**src/rtl/systolic_ctrl.sv**
```systemverilog
// Job sequencer for a ROWS x COLS systolic array: optional weight-tile load,
// activation streaming, and result capture after the array pipeline latency.
module systolic_ctrl #(
  parameter int ROWS     = 8,
  parameter int COLS     = 8,
  parameter int PIPE_LAT = ROWS + COLS - 1,
  parameter int AW       = 16
) (
  input  logic                    clk,
  input  logic                    rst_n,
  input  logic                    start,
  input  logic                    load_weights,
  input  logic [AW-1:0]           num_vectors,
  input  logic                    abort,
  output logic                    busy,
  output logic                    done,
  output logic                    w_rd_en,
  output logic [$clog2(ROWS)-1:0] w_rd_addr,
  output logic                    weight_wren,
  output logic                    a_rd_en,
  output logic [AW-1:0]           a_rd_addr,
  output logic                    active,
  output logic                    acc_wr_en,
  output logic [AW-1:0]           acc_wr_addr
);

  localparam int RW = $clog2(ROWS);

  localparam logic [2:0] IDLE    = 3'd0;
  localparam logic [2:0] WLOAD   = 3'd1;
  localparam logic [2:0] WSETTLE = 3'd2;
  localparam logic [2:0] COMPUTE = 3'd3;
  localparam logic [2:0] DRAIN   = 3'd4;
  localparam logic [2:0] DONE    = 3'd5;

  localparam logic [RW-1:0] WADDR_TOP = RW'(ROWS - 1);

  logic [2:0]          state_q, state_d;
  logic [RW-1:0]       waddr_q, waddr_d;
  logic [AW-1:0]       aaddr_q, aaddr_d;
  logic [AW-1:0]       accaddr_q, accaddr_d;
  logic [AW-1:0]       m_q, m_d;
  logic [AW-1:0]       m_last;
  logic                wwren_q;
  logic                active_q;
  logic [PIPE_LAT-1:0] accsr_q;
  logic                flush;
  logic                last_write;

  // Terminal compares use M-1 so that M = 2^AW-1 never needs a wider counter.
  assign m_last     = m_q - AW'(1);
  assign flush      = abort && (state_q != IDLE);
  assign last_write = acc_wr_en && (accaddr_q == m_last);

  always_comb begin
    state_d   = state_q;
    waddr_d   = waddr_q;
    aaddr_d   = aaddr_q;
    accaddr_d = accaddr_q;
    m_d       = m_q;

    case (state_q)
      IDLE: begin
        if (start) begin
          m_d       = num_vectors;
          aaddr_d   = '0;
          accaddr_d = '0;
          if (load_weights) begin
            state_d = WLOAD;
            waddr_d = WADDR_TOP;
          end else if (num_vectors != '0) begin
            state_d = COMPUTE;
          end else begin
            state_d = DONE;
          end
        end
      end
      WLOAD: begin
        if (waddr_q == '0) state_d = WSETTLE;
        else               waddr_d = waddr_q - RW'(1);
      end
      WSETTLE: state_d = (m_q != '0) ? COMPUTE : DONE;
      COMPUTE: begin
        if (aaddr_q == m_last) begin
          state_d = DRAIN;
          aaddr_d = '0;
        end else begin
          aaddr_d = aaddr_q + AW'(1);
        end
      end
      DRAIN:   if (last_write) state_d = DONE;
      DONE:    state_d = IDLE;
      default: state_d = IDLE;
    endcase

    if (acc_wr_en) accaddr_d = last_write ? '0 : accaddr_q + AW'(1);

    // Abort wins over everything except an IDLE start, which never sees flush.
    if (flush) begin
      state_d   = IDLE;
      waddr_d   = '0;
      aaddr_d   = '0;
      accaddr_d = '0;
    end
  end

  always_ff @(posedge clk or negedge rst_n) begin
    if (!rst_n) begin
      state_q   <= IDLE;
      waddr_q   <= '0;
      aaddr_q   <= '0;
      accaddr_q <= '0;
      m_q       <= '0;
      wwren_q   <= 1'b0;
      active_q  <= 1'b0;
      accsr_q   <= '0;
    end else begin
      state_q   <= state_d;
      waddr_q   <= waddr_d;
      aaddr_q   <= aaddr_d;
      accaddr_q <= accaddr_d;
      m_q       <= m_d;
      wwren_q   <= flush ? 1'b0 : w_rd_en;
      active_q  <= flush ? 1'b0 : a_rd_en;
      accsr_q   <= flush ? '0 : ((accsr_q << 1) | PIPE_LAT'(active_q));
    end
  end

  assign busy        = (state_q != IDLE);
  assign done        = (state_q == DONE);
  assign w_rd_en     = (state_q == WLOAD);
  assign w_rd_addr   = waddr_q;
  assign weight_wren = wwren_q;
  assign a_rd_en     = (state_q == COMPUTE);
  assign a_rd_addr   = aaddr_q;
  assign active      = active_q;
  assign acc_wr_en   = accsr_q[PIPE_LAT-1];
  assign acc_wr_addr = accaddr_q;

endmodule
```
**config.mk**
```make
export PLATFORM = sky130hd
export DESIGN_NAME = systolic_ctrl
export DESIGN_NICKNAME = d
export VERILOG_FILES = /design/src/rtl/systolic_ctrl.sv
export SDC_FILE = /design/constraint.sdc
export NUM_CORES = 1
export LEC_CHECK = 0
export BUFFER_PORTS_ARGS = -buffer_cell sky130_fd_sc_hd__buf_4
export CAP_MARGIN = 30
export CORE_MARGIN = 2
export CORE_UTILIZATION = 60
export CTS_CLUSTER_SIZE = 14
export DETAILED_ROUTE_END_ITERATION = 10
export PLACE_DENSITY = 0.89
export SYNTH_ARGS = -nofsm -noshare
export SYNTH_HDL_FRONTEND = slang
export SYNTH_SLANG_ARGS = --single-unit
```
**constraint.sdc**
```tcl
create_clock -name clk -period 5.8 [get_ports clk]
set_input_delay 0.87 -clock clk [delete_from_list [all_inputs] [get_ports clk]]
set_output_delay 0.87 -clock clk [all_outputs]
set_load 0.005 [all_outputs]
```
* After elaboration in Yosys (flattened, before gate mapping) *
Index checks and enable logic that the tools add are counted.

operators by class
  add/sub/neg operators = 4
  equal/unequal tests = 13
  multiplexer cells = 25
  bitwise gates (word level) = 1
  reduce and logical (&&, ||, !) cells = 16

operators with widths
  kind                   number
  $mux 16                7
  $mux 3                 12
  $add 16x1->16 const B  2
  $eq 16x16->1           2
  $pmux 16 s2            1
  $reduce_bool 16->1     2
  $sub 16x1->16 const B  1
  $mux 15                1
  $or 15x1->15           1
  $pmux 3 s5             1
  $reduce_bool 3->1      5
  $ne 3x3->1 const B     4
  $reduce_and 4->1       2
  $eq 3x2->1 const B     2
  $eq 3x3->1 const B     2
  $logic_not 3->1        2
  $ne 3x1->1 const B     2
  $pmux 3 s2             1
  $reduce_and 2->1       3
  $eq 3x1->1 const B     1
  $sub 3x1->3 const B    1
  $logic_and 1x1->1      2
  $mux 1                 2

word-level totals
  bits in registers = 71
  output and inout bits = 42

* Depth between registers and ports, before layout *
Gate-level depths: netlist (run 1).

  depth after elaboration = 6
  mapped depth = 13
  depth with buffers taken out = 10

* Worst setup path after synthesis (run 1) *
OpenSTA, ideal clock, no wires.

  kind = register to register
  start = register m_q[0]
  end = register aaddr_q[10], in the netlist a_rd_addr[10]
  library setup time = 0.121 ns
  arrival time = 2.766 ns
  required time = 5.679 ns
  slack = 2.913 ns
  cell stages (with the launch flop) = 13
  path buffers = 2
  path through = dfrtp_1 -> inv_1 -> ha_1 -> or4b_1 -> buf_2 -> nor4_1 -> xnor2_1 -> xnor2_1 -> nor4_1 -> a31oi_2 -> nor2_2 -> buf_2 -> nor2_1

on the way
  longest elaborated chain between the ends = 5

ends and longest elaborated chain
  element                 RTL line  text
  start, declared         42        logic [AW-1:0] m_q, m_d;
  start signal, assigned  122       m_q <= m_d;
  $sub 16x1->16           51        assign m_last = m_q - AW'(1);
  $eq 16x16->1            84        if (aaddr_q == m_last) begin
  $mux 16                 84
  $pmux 16 s2             62        case (state_q)
  $mux 16                 99        if (flush) begin
  end signal, assigned    120       aaddr_q <= aaddr_d;
  end, declared           40        logic [AW-1:0] aaddr_q, aaddr_d;

No other way between the ends.
A chain may end at the register's enable or synchronous reset.

* Worst setup path after layout (run 1) *
  start = register m_q[0]
  end = register aaddr_q[13], in the netlist a_rd_addr[13]

Same word-level chain as after synthesis.

==> metrics.md, run 1 <==
| Metric | Value |
|---|---|
| Core footprint | around 7000 sq um |
| Netlist area before placement | 4300 sq um |
| Hold Path Depth | 1 |
| Ys flop type | dfrtp_1 |
| Antenna-violating nets left | 0 |
| Total GRT Usage | between 20 and 30% |
| Area leader, netlist | dfrtp_1 |
| Post-synth EDFFs | 0 |
| Drt via density | slightly below 6 |
| Most numerous cell in the Yosys netlist | dfrtp_1 |
| RSZ-0062 raised after global routing | no |
| Clock Skew | 0.0140 ns |
| Seq/Total Area, Yosys | 41.4% |
| Routability cong. | 0.892 |
| Placed Instances | just under 600 |
| Fin util | just over 70% |
| Starting DRT DRC Count | 208 |
| Chip Height | slightly below 90 um |
| Worst Setup SP | m_q[0] |
| Final worst-path cycle share | approximately three fifths |
| Avg WL per Cell | about 16 um |
| CTS Buf Count | 9 |
| Hold EP | accsr_q[9] |
| Final setup viols | 0 |
| Area grow syn2layout | 15.8% |
| Worst Reg2Reg Path Length in Cells | 10 |
| CTS tree | yes |
| FMAX | 287 MHz |
| Initial antenna violation count | 0 |
| Final period demand of the worst path | ~3.5 ns |
| Post_cts resized | 0 |
| DRT Wirelength | between 9000 and 10000 um |
| Final Hold Viols | 0 |
| WS Path Type | flop to flop |
| Synth top area cells | dfrtp_1 41%, xnor2_1 6.7%, xor2_1 4.3% |
| Post-detail-place hpwl | 7170 um |
| Commonest cells in the netlist | 71 x dfrtp_1, 36 x nor2_1, 33 x xnor2_1 |
| Vias in the first global route | around 3.3k |
| Worst setup SP type | flop |
| DRC | 0 |
| Die ar. | 7850 sq um |
| Via count | 3583 |
| Setup bufs post-CTS | 0 |
| Global-route wire length before repair | 16100 um |
| R2R Path Start | m_q[0] |
| Worst skew pair latency | about 0.36 ns |
| CP arrival | approximately 3.7 ns |
| Worst slew pin tran | about 0.85 ns |
| Nets@finish | 528 |
| # IOs | 63 |
| Largest net degree at the start of global routing | 72 |
| Synth warnings | 0 |
| Crit end category | flop |
| Slew margin rel. | between 40% and 50% |
| TritonRoute pass-1 iters | 5 |
| CTS H-tree depth | 3 |
| # hold bufs at CTS | 0 |
| Setup_tns | 0 ns |
| Antenna diodes | 0 |
| Reg2Reg Setup Slack | between 2 and 2.5 ns |
| Grt total ovfl | 0 |
| Initial Utilization | about 63% |
| Max_cap viols | 0 |
| Clk buf depth | 2 |
| Syn nets | about 480 |
| Post-synth ARST share | 100% |
| Synth top area share | about 41% |
| VDD IR-drop max | approximately 0.23 mV |
| Mean post-synth cell area | roughly 9.5 sq um |
| Mapped Cells | 450 |
| CP required | ~6.0 ns |
| Clock sinks | between 70 and 80 |
| Reg clk slew, reported paths | around 0.090 ns |
| Post-synthesis register bit count | around 70 |
| Unique masters post-synth | 58 |
| Final cell count without fillers | roughly 600 |
| Status | finished, final reports clean |
| Layout cells sized above 1 | 21.1% |
| PwrDens | a little under 400 nW/um^2 |
| Die width | a little under 90 um |
| Worst r2r dst | a_rd_addr[13] |
| Pleak | between 2 and 2.5 nW |
| Port bufs | just over 60 |
| Std cell rows | 30 |
| HP Class | flop to flop |
| Worst Path Max Fanout | 13 |
| Hold_sp | accsr_q[8] |
| Root Buffer | clkbuf_8 |
| Filler cell count | ~510 |
| Count of pins over their slew limit | 0 |
==> critical path, cell delays in order, from the launching register on <==
cell and delay [ns]:
dfrtp_1 0.45, inv_1 0.12, ha_1 0.25, or4b_1 0.65, nor4_1 0.39, xnor2_1 0.23, xnor2_1 0.12, nor4_1 0.27
a31oi_2 0.28, nor2_2 0.46, nor2_1 0.11
==> sequential cells by signal, indices dropped and copies added, names as in the netlist <==
signal	flops
a_rd_addr	16
acc_wr_addr	16
accsr_q	15
active	1
m_q	16
state_q	3
w_rd_addr	3
weight_wren	1
==> report_power, final <==
part,internal (W),leakage [nW],switching (W),total [W]
clock network,0.000203,0.101,0.000202,0.000405
logic,0.000402,1.18,0.000420,0.000822
registers,0.000583,0.947,0.000159,0.000743
total,0.00119,2.23,0.000781,0.00197
==> logic make-up after synthesis <==
family / synth area share, %
flip-flops: 41.4
AO/OA/AOI/OAI: 10.2
XOR/XNOR: 13.1
multiplexers: 5.36
buffers and inverters: 5.01
adder cells (fa/ha/maj): 1.75
AND/OR/NAND/NOR: 23.2
==> placed cells by master (no fill, tap or decap), types with 9 or more instances in the layout <==
cell,instances
nor3_1,10
nand3_1,22
xnor2_1,33
inv_1,21
and2_1,19
nor4_1,13
clkbuf_8,9
nand2_1,27
a21oi_1,17
nor2_1,36
o21ai_0,16
and3_1,11
dfrtp_1,71
nand4_1,11
mux2_2,16
buf_4,64
xor2_1,21
==> metal layers <==
layer / global-route usage (%) / wire length, um / vias to the layer above
met5: 0 / 0 / -
li1: - / - / 1685
met4: 10.5 / 238 / 0
met1: 37.6 / 4320 / 1732
met2: 41.6 / 4580 / 142
met3: 4.94 / 604 / 24
==> how the worst max path moves through the flow <==
stage	endpoint	slack [ns]	cells after the start
finish	a_rd_addr[13]	2.32	10
global route	a_rd_addr[5]	2.08	10
CTS	a_rd_addr[13]	2.31	10
detailed placement	a_rd_addr[11]	2.35	10
global placement	acc_wr_addr[14]	2.26	10
floorplan	a_rd_addr[10]	2.91	12
==> cell type report <==
cell class,count,area (sq um),area share (%)
Clock inverter,7,77.6,1.56
Tap cell,96,120,2.41
Inverter,21,78.8,1.58
Timing Repair Buffer,65,495,9.96
Clock buffer,9,124,2.49
Sequential cell,71,1780,35.7
Multi-Input combinational cell,333,2300,46.3
==> per-stage QoR <==
stage | power [W] | area (sq um) | hold slack [ns] | setup WS [ns]
floorplan | 0.00136 | 4300 | 0.428 | 2.91
finish | 0.00197 | 4980 | 0.457 | 2.32
detailed placement | 0.00156 | 4770 | 0.434 | 2.35
CTS | 0.00197 | 4980 | 0.463 | 2.31
global placement | 0.00153 | 4760 | 0.435 | 2.26
global route | 0.00210 | 4980 | 0.476 | 2.08
No activity file was read; power rests on OpenSTA's default activity.
==> inputs of run 2 (changes only) <==
--- a/config.mk
+++ b/config.mk
@@ -5,13 +5,14 @@
 export SDC_FILE = /design/constraint.sdc
 export NUM_CORES = 1
 export LEC_CHECK = 0
+export ABC_AREA = 1
 export BUFFER_PORTS_ARGS = -buffer_cell sky130_fd_sc_hd__buf_4
 export CAP_MARGIN = 30
 export CORE_MARGIN = 2
-export CORE_UTILIZATION = 60
+export CORE_UTILIZATION = 58
 export CTS_CLUSTER_SIZE = 14
 export DETAILED_ROUTE_END_ITERATION = 10
-export PLACE_DENSITY = 0.89
+export PLACE_DENSITY = 0.87
 export SYNTH_ARGS = -nofsm -noshare
 export SYNTH_HDL_FRONTEND = slang
 export SYNTH_SLANG_ARGS = --single-unit
==> constraint.sdc (replaced) <==
create_clock -name clk -period 3.65 [get_ports clk]
set_input_delay 0.5475 -clock clk [delete_from_list [all_inputs] [get_ports clk]]
set_output_delay 0.5475 -clock clk [all_outputs]
set_load 0.005 [all_outputs]
==> run 2 against run 1 <==
  * Global-route usage is 4.0 points higher
  * Flip-flop and latch count stayed put
  * Total power is 67% higher
  * Largest cell class unchanged
  * Setup slack worse by 1.4 ns
  * Area after synthesis is 4.5% higher
  * Largest power group unchanged
==> metrics.md, run 2 <==
| Metric | Value |
|---|---|
| Post-synthesis register bit count | 71 (unchanged) |
| Final setup viols | 0 (unchanged) |
| FMAX | 368 MHz (+28%) |
| Final Hold Viols | 0 (unchanged) |
| PwrDens | 629 nW/um^2 (+59%) |
| Commonest cells in the netlist | 160 x nand2_1, 92 x inv_1, 77 x nand3_1 |
| Synth top area cells | dfrtp_1 40%, nand2_1 13%, nand3_1 8.6% |
| Port bufs | 62 (unchanged) |
| Slew margin rel. | 41.1% (-2.1 points) |
| HP Class | input pin to asynchronous set/reset pin |
| Post-synth ARST share | 100% (unchanged) |
| Area leader, netlist | dfrtp_1 |
| Global-route wire length before repair | 20500 um (+27%) |
| DRT Wirelength | 12400 um (+27%) |
| Starting DRT DRC Count | 325 (+56%) |
| CP max-delay cell | ha_1 |
| CP most frequent cell | nand2_1 |
| Final period demand of the worst path | 2.71 ns (-0.768 ns) |
| Post-detail-place hpwl | 9460 um (+32%) |
| Antenna diodes | 0 (unchanged) |
| Status | finished, final reports clean |
| Largest net degree at the start of global routing | 72 (unchanged) |
| CTS Buf Count | 9 (unchanged) |
| VDD IR-drop max | 0.406 mV (+77%) |
| Mapped Cells | 633 (+41%) |
| Setup bufs post-CTS | 0 (unchanged) |
| Total GRT Usage | 30.8% (+4.0 points) |
| Die ar. | 8460 sq um (+7.7%) |
| Area grow syn2layout | 16.3% |
| Count of pins over their slew limit | 0 (unchanged) |
| RSZ-0062 raised after global routing | no |
| Ys flop type | dfrtp_1 |
| CP arrival | 2.99 ns (-0.71 ns) |
| Pleak | 2.49 nW (+12%) |
| Via count | 4427 (+24%) |
| Layout cells sized above 1 | 15.8% (-5.4 points) |
| # IOs | 63 (unchanged) |
| Initial Utilization | 59.0% (-3.6 points) |
| Vias in the first global route | 4329 (+30%) |
| Initial antenna violation count | 0 (unchanged) |
| Die width | 92.0 um (+3.8%) |
| Antenna-violating nets left | 0 (unchanged) |
| Mean post-synth cell area | 7.09 sq um (-26%) |
| Worst slew pin tran | 0.884 ns (+0.0317 ns) |
| Commonest cells after routing, fill and taps aside | 160 x nand2_1, 92 x inv_1, 77 x nand3_1 |
| Final hold slack | 0.304 ns (-0.154 ns) |
| Top delay family on crit path | simple AND/OR/NAND/NOR gates |
| Crit-path cells | inv_1 > ha_1 > nand2_4 > nor2_4 > nand2_1 > nand2_1 > nand2_1 > xor2_1 > nand2_1 > nor2_1 > nand2_1 > nand3_2 > o21ai_0 |
| Clock sinks | 71 (unchanged) |
| Avg WL per Cell | 15.4 um (-4.7%) |
| Drt via density | 5.50 (-7.6%) |
| TritonRoute pass-1 iters | 5 (unchanged) |
| Post_cts resized | 0 (unchanged) |
| Netlist area before placement | 4490 sq um (+4.5%) |
| Routability cong. | 1.00 (+12%) |
| Most numerous cell in the Yosys netlist | nand2_1 |
| Worst skew pair latency | 0.36 ns (about the same) |
| Synth warnings | 0 (unchanged) |
| Nets@finish | 725 (+37%) |
| WS Path Type | flop to flop |
| Core footprint | 7610 sq um (+11%) |
| CP required | 3.92 ns (-2.10 ns) |
| Grt total ovfl | 0 (unchanged) |
| Chip Height | 92.0 um (+3.8%) |
| Root Buffer | clkbuf_8 |
| Seq/Total Area, Yosys | 39.6% (-1.8 points) |
| DRC | 0 (unchanged) |
| Clock Skew | 0.00606 ns (-0.00798 ns) |
| Max_cap viols | 0 (unchanged) |
| Final worst-path cycle share | 74.4% (+14 points) |
| Most common cell after layout, fill and taps aside | nand2_1 |
| Worst setup SP type | flop |
| CP peak stage delay | 0.47 ns (-0.18 ns) |
| Std cell rows | 32 (+6.7%) |
| WP buf/inv | 1 (unchanged) |
| Unique masters post-synth | 36 (-38%) |
| Setup_tns | 0 ns (unchanged) |
| Syn nets | 660 (+38%) |
| # hold bufs at CTS | 0 (unchanged) |
| Post-synth EDFFs | 0 (unchanged) |
| Synth top area share | 39.6% (-1.8 points) |
| CTS tree | yes |
| Worst Path Max Fanout | 16 (+3) |
| Reg clk slew, reported paths | 0.08 ns (about the same) |
| CTS H-tree depth | 3 (unchanged) |
| Crit end category | flop |
| Clk buf depth | 2 (unchanged) |
run 2: where the power goes:
part	total, W	switching, W	internal [W]
logic	0.00156	0.00104	0.000525
registers	0.00112	0.000198	0.000926
clock network	0.000598	0.000330	0.000268
total	0.00328	0.00156	0.00172
run 2: worst reg2reg max path: cells and delay by family (launching register included):
| kind | cells | cell delay, ns |
|---|---|---|
| compound gates | 1 | 0.29 |
| xor+xnor | 1 | 0.15 |
| fa+ha+maj | 1 | 0.47 |
| buf+inv | 1 | 0.22 |
| flops | 1 | 0.41 |
| simple gates | 9 | 1.09 |
run 2: metal layers:
metal | GRT usage (%) | up-vias | part of all wire [%]
li1 | - | 2153 | -
met1 | 40.8 | 2077 | 43
met2 | 49.0 | 168 | 48
met3 | 6.90 | 29 | 6.8
met4 | 12.9 | 0 | 2.5
met5 | 0 | - | 0
run 2: cells by family after synthesis:
group,share of synthesized area [%]
muxes,0.223
adders and majority gates,1.67
xor gates and xnor gates,3.90
buffers and inverters,9.31
and+or+nand+nor,37.6
AOI/OAI and AO/OA,7.72
DFF,39.6
run 2: path summary, 6_finish.rpt:
path,slack [ns],depth (start not counted),endpoint,from
setup / recovery,0.94,13,acc_wr_addr[3],m_q[0]
hold / removal,0.30,1,acc_wr_addr[15],rst_n
setup reg to reg,0.94,13,acc_wr_addr[3],m_q[0]
hold reg to reg,0.47,2,accsr_q[14],accsr_q[13]
max in group asynchronous,2.77,1,m_q[13],rst_n
min in group clk,0.37,2,weight_wren,abort
run 2: cell type report:
type / instances / area (sq um)
inverters: 96 / 360
clock buffers: 10 / 138
well taps: 102 / 128
multi-input cells: 456 / 2290
clock inverters: 6 / 42.5
repair buffers: 64 / 480
flip-flops and latches: 71 / 1780
fillers: 699 / 2390
run 2: per-stage QoR:
stage / utilization [%] / total power [W] / cell area, sq um / cells / setup WS (ns)
final: 68.6 / 0.00328 / 5220 / 805 / 0.936
after detailed placement: 66.2 / 0.00267 / 5040 / 789 / 0.972
after CTS: 68.6 / 0.00326 / 5220 / 805 / 0.956
after global routing: 68.6 / 0.00356 / 5220 / 805 / 0.640
after floorplan: - / 0.00225 / 4490 / 633 / 1.45
after global placement: 66.2 / 0.00263 / 5040 / 789 / 1.12
==> inputs of run 3 (changes only) <==
--- a/config.mk
+++ b/config.mk
@@ -5,7 +5,7 @@
 export SDC_FILE = /design/constraint.sdc
 export NUM_CORES = 1
 export LEC_CHECK = 0
-export ABC_AREA = 1
+export ABC_AREA = 0
 export BUFFER_PORTS_ARGS = -buffer_cell sky130_fd_sc_hd__buf_4
 export CAP_MARGIN = 30
 export CORE_MARGIN = 2
==> constraint.sdc (replaced) <==
create_clock -name clk -period 2.6 [get_ports clk]
set_input_delay 0.39 -clock clk [delete_from_list [all_inputs] [get_ports clk]]
set_output_delay 0.39 -clock clk [all_outputs]
set_load 0.005 [all_outputs]
==> run 3 against run 2 <==
  * The run now ends with negative setup slack left
  * Core utilization increased by 9.8 points
  * Largest power group unchanged
  * Total power increased by 64%
  * Via count decreased by 9.3%
  * Highest routed layer unchanged
  * Critical path type unchanged
==> metrics.md, run 3 (synthesis gave the netlist of run 1 again) <==
| Metric | Value |
|---|---|
| Status | complete, but fails checks |
| Failing checks | negative setup slack |
| Placed Instances | 631 (-20%) |
| CTS tree | yes |
| Filler cell count | 462 (-34%) |
| Drt via density | 6.09 (+11%) |
| WS Path Type | flop to flop |
| Via count | 4015 (-9.3%) |
| Worst skew pair latency | 0.37 ns (about the same) |
| Global-route wire length before repair | 20100 um (-1.9%) |
| Clock Skew | 0.0130 ns (+0.00690 ns) |
| Crit end category | flop |
| Worst slew pin tran | 0.900 ns (+0.0156 ns) |
| Commonest cells after routing, fill and taps aside | 109 x buf_4, 71 x dfrtp_1, 31 x nor2_1 |
| Final hold slack | 0.150 ns (-0.154 ns) |
| Grt total ovfl | 0 (unchanged) |
| Worst setup SP type | flop |
| Die ar. | 8110 sq um (-4.1%) |
| Area grow syn2layout | 31.6% |
| Clock sinks | 71 (unchanged) |
| VDD IR-drop max | 0.638 mV (+57%) |
| Clk buf depth | 2 (unchanged) |
| Port bufs | 62 (unchanged) |
| Pleak | 2.56 nW (+3.0%) |
| Worst Path Max Fanout | 6 (-10) |
| PwrDens | 952 nW/um^2 (+51%) |
| Slew margin rel. | 40.0% (-1.0 points) |
| Initial antenna violation count | 0 (unchanged) |
| Total GRT Usage | 31.1% (+0.24 points) |
| TritonRoute pass-1 iters | 5 (unchanged) |
| Initial Utilization | 59.5% (+0.56 points) |
| Chip Height | 90.1 um (-2.1%) |
| Most common cell after layout, fill and taps aside | buf_4 |
| Vias in the first global route | 3971 (-8.3%) |
| Nets@finish | 582 (-20%) |
| CP arrival | 3.00 ns (about the same) |
| RSZ-0062 raised after global routing | yes |
| CP required | 2.86 ns (-1.06 ns) |
| Final setup viols | 31 (+31) |
| Avg WL per Cell | 19.2 um (+24%) |
| Final worst-path cycle share | 105% (+31 points) |
| Layout cells sized above 1 | 34.1% (+18 points) |
| Root Buffer | clkbuf_8 |
| Largest net degree at the start of global routing | 72 (unchanged) |
| Final Worst Setup Slack | -0.138 ns (-1.07 ns) |
| Antenna-violating nets left | 0 (unchanged) |
| Die width | 90.1 um (-2.1%) |
| DRT Wirelength | 12600 um (+1.7%) |
| Antenna diodes | 0 (unchanged) |
| Final cell count without fillers | 659 (-18%) |
| Starting DRT DRC Count | 309 (-4.9%) |
| DRC | 0 (unchanged) |
| CTS Buf Count | 9 (unchanged) |
| Post-detail-place hpwl | 8540 um (-9.8%) |
| Reg clk slew, reported paths | 0.09 ns (about the same) |
| Final period demand of the worst path | 2.74 ns (+0.0247 ns) |
| Setup_tns | -2.51 ns (-2.51 ns) |
| HP Class | input pin to asynchronous set/reset pin |
| # hold bufs at CTS | 0 (unchanged) |
| FMAX | 365 MHz (-0.90%) |
| Count of pins over their slew limit | 0 (unchanged) |
| Std cell rows | 31 (-3.1%) |
| Routability cong. | 0.919 (-8.2%) |
| Final Hold Viols | 0 (unchanged) |
| Max_cap viols | 0 (unchanged) |
| CTS H-tree depth | 3 (unchanged) |
| # IOs | 63 (unchanged) |
| Core footprint | 7210 sq um (-5.2%) |
[run 3: worst paths after layout]
kind | slack [ns] | depth (start not counted) | from | to
min in group clk | 0.27 | 2 | num_vectors[5] | m_q[5]
hold / removal | 0.15 | 1 | rst_n | acc_wr_addr[4]
hold reg to reg | 0.47 | 1 | accsr_q[3] | accsr_q[4]
max in group asynchronous | 1.88 | 1 | rst_n | m_q[11]
setup / recovery | -0.14 | 11 | m_q[1] | state_q[1]
setup reg to reg | -0.14 | 11 | m_q[1] | state_q[1]
[run 3: metal layers]
layer / part of all wire (%) / global-route usage [%] / up-vias
li1: - / - / 1791
met3: 6.8 / 5.11 / 43
met1: 39 / 39.5 / 1971
met4: 3.5 / 15.5 / 0
met2: 50 / 51.4 / 210
met5: 0 / 0 / -
[run 3: cell type report]
type | instances | area (sq um) | share of cell area (%)
Tap cell | 99 | 124 | 2.19
Multi-Input combinational cell | 334 | 2500 | 44.2
Inverter | 21 | 78.8 | 1.39
Timing Repair Buffer | 118 | 946 | 16.7
Sequential cell | 71 | 1780 | 31.4
Clock buffer | 9 | 124 | 2.19
Clock inverter | 7 | 103 | 1.82
[run 3: where the power goes]
part	total, W	internal [W]	switching (W)
clock	0.00104	0.000552	0.000484
sequential	0.00151	0.00130	0.000204
combinational	0.00284	0.00136	0.00148
total	0.00538	0.00321	0.00217
[run 3: repair_timing]
item | in CTS | in global routing
buffers inserted | 5 | 6
endpoints found under the setup margin | 35 | 35
pin swaps | 5 | 10
cloned | 2 | 0
hold endpoints to repair | 0 | 0
gates resized for setup | 21 | 23
[run 3: metrics by stage]
step | power [W] | worst slack, ns | util [%] | area [sq um]
3_5_place_dp | 0.00399 | -0.276 | 71.5 | 5160
3_3_place_gp | 0.00386 | -0.116 | 71.5 | 5160
4_1_cts | 0.00512 | -0.0896 | 76.3 | 5500
2_1_floorplan | 0.00309 | -0.150 | - | 4330
6_report | 0.00538 | -0.138 | 78.3 | 5650
5_1_grt | 0.00563 | -0.230 | 78.3 | 5650
[run 3: worst max-delay path, cell delays in order, from the launching register on]
cell     delay, ns
dfrtp_1       0.40
inv_2         0.09
ha_4          0.13
or4b_4        0.50
buf_4         0.19
xor2_1        0.16
nor2_1        0.12
mux2i_1       0.14
nor4_4        0.34
a31oi_4       0.19
buf_6         0.16
a41o_1        0.21
